## src/rtl/uart_rx_assembler.sv

```systemverilog
// ============================================================================
// Module      : uart_rx_assembler
// Description : 8N1 UART receiver that packs DATASIZE/PAYLOAD_BITS consecutive
//               bytes (first byte in the MSBs) into one DATASIZE-bit message,
//               with stop-bit error detection, line-break hold-off and
//               inter-byte timeout for partial messages.
// Revision    : 1.0 - initial release
// ============================================================================
`default_nettype none

module uart_rx_assembler #(
    parameter int DATASIZE     = 128,
    parameter int CLK_HZ       = 100_000_000,
    parameter int BIT_RATE     = 9_600,
    parameter int PAYLOAD_BITS = 8,
    parameter int TIMEOUT_BITS = 20
) (
    input  logic                clk,
    input  logic                resetn,
    input  logic                rxd_pin,
    output logic [DATASIZE-1:0] data,
    output logic                data_valid,
    output logic                frame_err,
    output logic                busy,
    output logic [3:0]          led
);

    // Clock cycles per bit and derived sizes
    localparam int CPB    = CLK_HZ / BIT_RATE;
    localparam int NBYTES = DATASIZE / PAYLOAD_BITS;
    localparam int TMO    = TIMEOUT_BITS * CPB;

    localparam int CNT_W  = (CPB > 1)          ? $clog2(CPB)          : 1;
    localparam int BIT_W  = (PAYLOAD_BITS > 1) ? $clog2(PAYLOAD_BITS) : 1;
    localparam int NB_W   = (NBYTES > 1)       ? $clog2(NBYTES)       : 1;
    localparam int IDLE_W = (TMO > 1)          ? $clog2(TMO)          : 1;

    // Terminal counts: counters run from 0 to these values inclusive
    localparam logic [CNT_W-1:0]  HALF_LAST = CNT_W'(CPB / 2 - 1);
    localparam logic [CNT_W-1:0]  FULL_LAST = CNT_W'(CPB - 1);
    localparam logic [BIT_W-1:0]  BIT_LAST  = BIT_W'(PAYLOAD_BITS - 1);
    localparam logic [NB_W-1:0]   NB_LAST   = NB_W'(NBYTES - 1);
    localparam logic [IDLE_W-1:0] TMO_LAST  = IDLE_W'(TMO - 1);

    typedef enum logic [2:0] {
        IDLE  = 3'd0,
        START = 3'd1,
        DATA  = 3'd2,
        STOP  = 3'd3,
        BREAK = 3'd4
    } state_t;

    state_t                    state;
    logic                      rx_meta;
    logic                      rxs;
    logic [CNT_W-1:0]          cyc_cnt;
    logic [BIT_W-1:0]          bit_idx;
    logic [PAYLOAD_BITS-1:0]   rx_byte;
    logic [NB_W-1:0]           byte_cnt;
    logic [IDLE_W-1:0]         idle_cnt;
    logic [DATASIZE-1:0]       shreg;
    logic [DATASIZE-1:0]       shreg_next;
    logic                      valid_toggle;
    logic                      err_sticky;

    // Shift register contents once the byte just received is appended (shift
    // form keeps this legal even when a message is a single byte)
    assign shreg_next = (shreg << PAYLOAD_BITS) | DATASIZE'(rx_byte);

    // Status outputs decode straight from registered state
    assign busy = (state != IDLE);
    assign led  = {(byte_cnt != '0), err_sticky, valid_toggle, busy};

    // Two-flop synchroniser for the asynchronous pin; idles high out of reset
    always_ff @(posedge clk or negedge resetn) begin
        if (!resetn) begin
            rx_meta <= 1'b1;
            rxs     <= 1'b1;
        end else begin
            rx_meta <= rxd_pin;
            rxs     <= rx_meta;
        end
    end

    // Frame FSM, byte assembly, message output and partial-message timeout
    always_ff @(posedge clk or negedge resetn) begin
        if (!resetn) begin
            state        <= IDLE;
            cyc_cnt      <= '0;
            bit_idx      <= '0;
            rx_byte      <= '0;
            byte_cnt     <= '0;
            idle_cnt     <= '0;
            shreg        <= '0;
            data         <= '0;
            data_valid   <= 1'b0;
            frame_err    <= 1'b0;
            valid_toggle <= 1'b0;
            err_sticky   <= 1'b0;
        end else begin
            data_valid <= 1'b0;
            frame_err  <= 1'b0;

            // Idle timer only runs with a partial message pending in IDLE.
            // A start edge in the expiry cycle still sees the count cleared,
            // because byte acceptance happens a full frame later.
            if (state == IDLE && byte_cnt != '0) begin
                if (idle_cnt == TMO_LAST) begin
                    idle_cnt <= '0;
                    byte_cnt <= '0;
                end else begin
                    idle_cnt <= idle_cnt + 1'b1;
                end
            end else begin
                idle_cnt <= '0;
            end

            case (state)
                IDLE: begin
                    if (!rxs) begin
                        state   <= START;
                        cyc_cnt <= '0;
                    end
                end

                // Mid-start-bit check rejects short glitches silently
                START: begin
                    if (cyc_cnt == HALF_LAST) begin
                        cyc_cnt <= '0;
                        bit_idx <= '0;
                        state   <= rxs ? IDLE : DATA;
                    end else begin
                        cyc_cnt <= cyc_cnt + 1'b1;
                    end
                end

                // LSB first: each sample enters at the top and shifts down
                DATA: begin
                    if (cyc_cnt == FULL_LAST) begin
                        cyc_cnt <= '0;
                        rx_byte <= (rx_byte >> 1) | (PAYLOAD_BITS'(rxs) << (PAYLOAD_BITS - 1));
                        if (bit_idx == BIT_LAST) begin
                            state <= STOP;
                        end else begin
                            bit_idx <= bit_idx + 1'b1;
                        end
                    end else begin
                        cyc_cnt <= cyc_cnt + 1'b1;
                    end
                end

                STOP: begin
                    if (cyc_cnt == FULL_LAST) begin
                        cyc_cnt <= '0;
                        if (rxs) begin
                            state <= IDLE;
                            shreg <= shreg_next;
                            if (byte_cnt == NB_LAST) begin
                                data         <= shreg_next;
                                data_valid   <= 1'b1;
                                valid_toggle <= ~valid_toggle;
                                byte_cnt     <= '0;
                            end else begin
                                byte_cnt <= byte_cnt + 1'b1;
                            end
                        end else begin
                            // Bad stop bit: drop the byte and any partial message
                            frame_err  <= 1'b1;
                            err_sticky <= 1'b1;
                            byte_cnt   <= '0;
                            state      <= BREAK;
                        end
                    end else begin
                        cyc_cnt <= cyc_cnt + 1'b1;
                    end
                end

                // Wait out a held-low line before looking for a new start bit
                BREAK: begin
                    if (rxs) begin
                        state <= IDLE;
                    end
                end

                default: state <= IDLE;
            endcase
        end
    end

endmodule

`default_nettype wire

```

## config.mk

```make
export PLATFORM = sky130hd
export DESIGN_NAME = uart_rx_assembler
export DESIGN_NICKNAME = d
export VERILOG_FILES = /design/src/rtl/uart_rx_assembler.sv
export SDC_FILE = /design/constraint.sdc
export NUM_CORES = 1
export LEC_CHECK = 0
export ABC_AREA = 0
export BUFFER_PORTS_ARGS = -buffer_cell sky130_fd_sc_hd__buf_2
export CORE_MARGIN = 2
export CORE_UTILIZATION = 55
export DETAILED_ROUTE_END_ITERATION = 6
export GPL_TIMING_DRIVEN = 0
export PLACE_DENSITY = 0.83
export RECOVER_POWER = 50
export SETUP_SLACK_MARGIN = 0.02
export SLEW_MARGIN = 20
export SYNTH_ARGS = -nofsm -noshare
export SYNTH_HDL_FRONTEND = slang
export SYNTH_SLANG_ARGS = --single-unit
```

## constraint.sdc

```tcl
create_clock -name clk -period 2.4 [get_ports clk]
set_clock_uncertainty 0.15 [all_clocks]
set_input_delay 0.24 -clock clk [delete_from_list [all_inputs] [get_ports clk]]
set_output_delay 0.24 -clock clk [all_outputs]
set_load 0.02 [all_outputs]
```

==> flow_summary.json <==
{
  "num-nets-final": 1246,
  "worst-endpoint-arrival_ns": 2.57,
  "htreeDepth": 1,
  "final-hold-violation-count": 0,
  "drt-pass1-iter-count": 4,
  "worst_skew_pair.late_latency_ns": 0.54,
  "gpl.final_weighted_congestion": 0.845,
  "worst_hold_slack_ns": 0.0933,
  "port-buffer-count": 137,
  "r2r_slack_ns": 0.1,
  "synth_cells": 1058,
  "launch_point_of_the_critical_path": "cyc_cnt[6]",
  "drt.antenna.violating_nets": 0,
  "critPathLaunchType": "flop",
  "max_slew_margin": 0.359,
  "tritoncts_clock_tree": "built",
  "synthesis.area_per_instance_um2": 11.9,
  "dr_total_vias": 8266,
  "io_pins": 138,
  "die_area_mm2": 0.0241,
  "design_power_total_mw": 9.80,
  "maxClockFrequency_mhz": 434,
  "post_layout_nonfiller_instances": 1542,
  "sequence_of_cells_on_the_critical_path": "and4bb_2 -> and4_4 -> nand2_4 -> nor2_4 -> buf_12 -> buf_12 -> mux2_4",
  "synth_ff_type": "dfrtp_1",
  "async_reset_ff_frac": 1.00,
  "synthDominantCellAreaShare": 0.600,
  "critical_path_class": "flop to flop",
  "mappedNetlistNets": 1067,
  "report.final.setup_viol": 0,
  "period_minus_slack_ns": 2.30,
  "grt_max_degree": 104,
  "cts_buffers": 30,
  "num_clock_sinks": 304,
  "remaining_drc_errors": 0,
  "max-cap-violations": 0,
  "grt_remaining_overflow": 0,
  "worst_r2r_endpoint": "data[105]",
  "fin_tns_setup_ns": 0,
  "vdd.ir_drop.worst_uv": 528,
  "synth_warnings": 0,
  "antenna_cells": 0,
  "synth_seq_area_share": 0.604,
  "slowest_delay_ns": 0.45,
  "layout.filler_cells": 1725,
  "yosysUniqueCellTypes": 56,
  "ff2ff_path_depth": 7,
  "core.rowCount": 55,
  "total_leakage_power_nw": 7.51,
  "dieHeight_um": 155,
  "drv_slew": 0,
  "setup.worst_path.end_class": "flop",
  "wire_per_inst_um": 16.9,
  "synth.largest_area_cell": "dfrtp_1",
  "worst-endpoint-required_ns": 2.67,
  "die_span_x_um": 155,
  "grt_pass1_wl_mm": 42.4,
  "detail_route.iter0.violations": 419,
  "netlist_area_mm2": 0.0126,
  "grt_antenna_before_repair": 0,
  "cts-root-buf": "clkbuf_16",
  "postSynthRegisterBits": 304,
  "critical_path.max_fanout": 10,
  "critical-path-slowest-cell": "dfrtp_1",
  "cell_with_the_most_instances_on_the_worst_path": "buf_12",
  "cellPowerDensity_mw_per_mm2": 671,
  "clkTransAtPathRegs_ns": 0.06,
  "fin_crit_sh": 0.959,
  "synth-edff-count": 0,
  "routed_via_density": 5.36,
  "routed_wirelength_mm": 26.0,
  "grt_util_all_layers": 0.216,
  "detailed_place_hpwl_mm": 17.3,
  "grt_setup_unrepaired": "no",
  "initial_utilization": 0.558,
  "layout-drive-gt1-share": 0.196,
  "core-area_mm2": 0.0226,
  "r2r_start": "cyc_cnt[6]",
  "netlist_top_cells_area": "dfrtp_1 (60%), mux2_4 (12%), nand2_1 (11%)",
  "dp.cells": 1483,
  "syn2layout_area_growth_pct": 16.0,
  "worst_pin_slew_ns": 0.961,
  "vias_in_the_first_global_route": 8109,
  "clock_path_buffers": 3,
  "run_status": "completed",
  "holdCritPathClass": "input pin to async pin"
}
==> logic make-up after synthesis <==
group | after synthesis | synth area share
flops | 304 | 0.604
buf+inv | 66 | 0.0385
compound gates | 46 | 0.0233
mux | 137 | 0.152
simple gates | 481 | 0.163
xor+xnor | 18 | 0.0125
fa+ha+maj | 6 | 0.00596
==> area by class of cell <==
type                    instances  area (µm²)  share of cell area
multi-input cells             688        4520               0.310
clock inverters                14         129             0.00882
inverters                      15        56.3             0.00385
repair buffers                147         654              0.0448
plain buffers                  51         455              0.0312
well taps                     285         357              0.0244
clock buffers                  38         832              0.0569
flip-flops and latches        304        7610               0.521
==> metal layers <==
| layer | wire [µm] | GRT usage | vias up |
|---|---|---|---|
| li1 | - | - | 3829 |
| met1 | 11200 | 0.300 | 4162 |
| met2 | 13000 | 0.363 | 219 |
| met3 | 1260 | 0.0309 | 56 |
| met4 | 621 | 0.0559 | 0 |
| met5 | 0 | 0 | - |
==> worst max-delay path: cells and delay by family (launching register included) <==
family                 cells  cell delay, ns
buffers and inverters      2            0.38
muxes                      1            0.32
and+or+nand+nor            4            0.88
DFF                        1            0.45
==> cell usage in the layout (no fill, tap or decap), types with 3 or more instances in the layout <==
| cell type | netlist | layout |
|---|---|---|
| and2_1 | 3 | 3 |
| a22o_1 | 7 | 7 |
| xor2_1 | 7 | 7 |
| buf_2 | 19 | 19 |
| or3_1 | 6 | 6 |
| a21oi_1 | 15 | 15 |
| a21o_1 | 6 | 6 |
| and3_1 | 4 | 3 |
| clkbuf_2 | 1 | 5 |
| clkbuf_8 | 0 | 3 |
| clkbuf_4 | 0 | 7 |
| dfrtp_1 | 302 | 302 |
| nor2_1 | 33 | 33 |
| clkbuf_1 | 13 | 141 |
| buf_4 | 5 | 11 |
| nor3b_1 | 5 | 5 |
| and4_1 | 3 | 3 |
| mux2_4 | 100 | 100 |
| buf_12 | 11 | 11 |
| nor4_1 | 4 | 4 |
| o21ai_0 | 10 | 10 |
| mux2_1 | 10 | 10 |
| xnor2_1 | 11 | 11 |
| mux2_2 | 27 | 27 |
| nand4_1 | 4 | 4 |
| nand2_1 | 375 | 375 |
| nor3_1 | 5 | 5 |
| nand3_1 | 12 | 12 |
| clkbuf_16 | 0 | 31 |
| clkinv_2 | 0 | 9 |
| nand2b_1 | 5 | 5 |
| ha_1 | 6 | 5 |
| inv_1 | 15 | 15 |
| nor4b_1 | 3 | 3 |
==> report_power, final <==
group          switching, mW  total, mW  internal (mW)
combinational         0.0960      0.111         0.0152
clock                   1.91       4.56           2.65
sequential           0.00240       5.13           5.13
==> flip-flops by register name (all words and copies together), names as in the netlist, 3 cells and up <==
name	cells
bit_idx	3
cyc_cnt	14
idle_cnt	18
data	128
shreg	120
byte_cnt	4
rx_byte	8
state	3
==> stage by stage <==
| stage | util | setup slack, ns | cell area [µm²] |
|---|---|---|---|
| finish | 0.648 | 0.0979 | 14600 |
| global route | 0.648 | 0.0260 | 14600 |
| CTS | 0.652 | 0.0331 | 14700 |
| detailed placement | 0.608 | 0.0625 | 13700 |
| global placement | 0.604 | -4.44 | 13600 |
| floorplan | - | 0.304 | 12600 |
==> Yosys cell counts (2+ instances only) <==
cell	n
or3_1	6
buf_12	11
nor4_1	4
inv_1	15
nand4_1	4
buf_6	2
nor2_1	33
mux2_1	10
nand3_1	12
nand2b_1	5
or4_1	2
ha_1	6
mux2_2	27
a21oi_1	15
nor4bb_1	2
and3_1	4
mux2_4	100
xnor2_1	11
a21o_1	6
o21ai_0	10
dfrtp_1	302
nor4b_1	3
clkbuf_1	13
nor3_1	5
xor2_1	7
and2_1	3
nand2_1	375
dfstp_2	2
and4_1	3
buf_4	5
o21ai_1	2
nor3b_1	5
buf_2	19
a22o_1	7
==> how the worst max path moves through the flow <==
stage	to	slack (ns)	depth (start not counted)
5_1_grt	data[121]	0.03	8
3_5_place_dp	cyc_cnt[8]	0.06	7
4_1_cts	shreg[51]	0.03	9
6_report	data[105]	0.1	7
3_3_place_gp	data[37]	-4.44	1
2_1_floorplan	data[0]	0.30	8
==> repair_timing <==
action | CTS | global route
buffers inserted | 0 | 5
setup endpoints to repair | 0 | 213
gates resized for setup | 0 | 22
hold buffers | 2 | 0
hold endpoints to repair | 99 | 0
No activity file was read; power rests on OpenSTA's default activity.
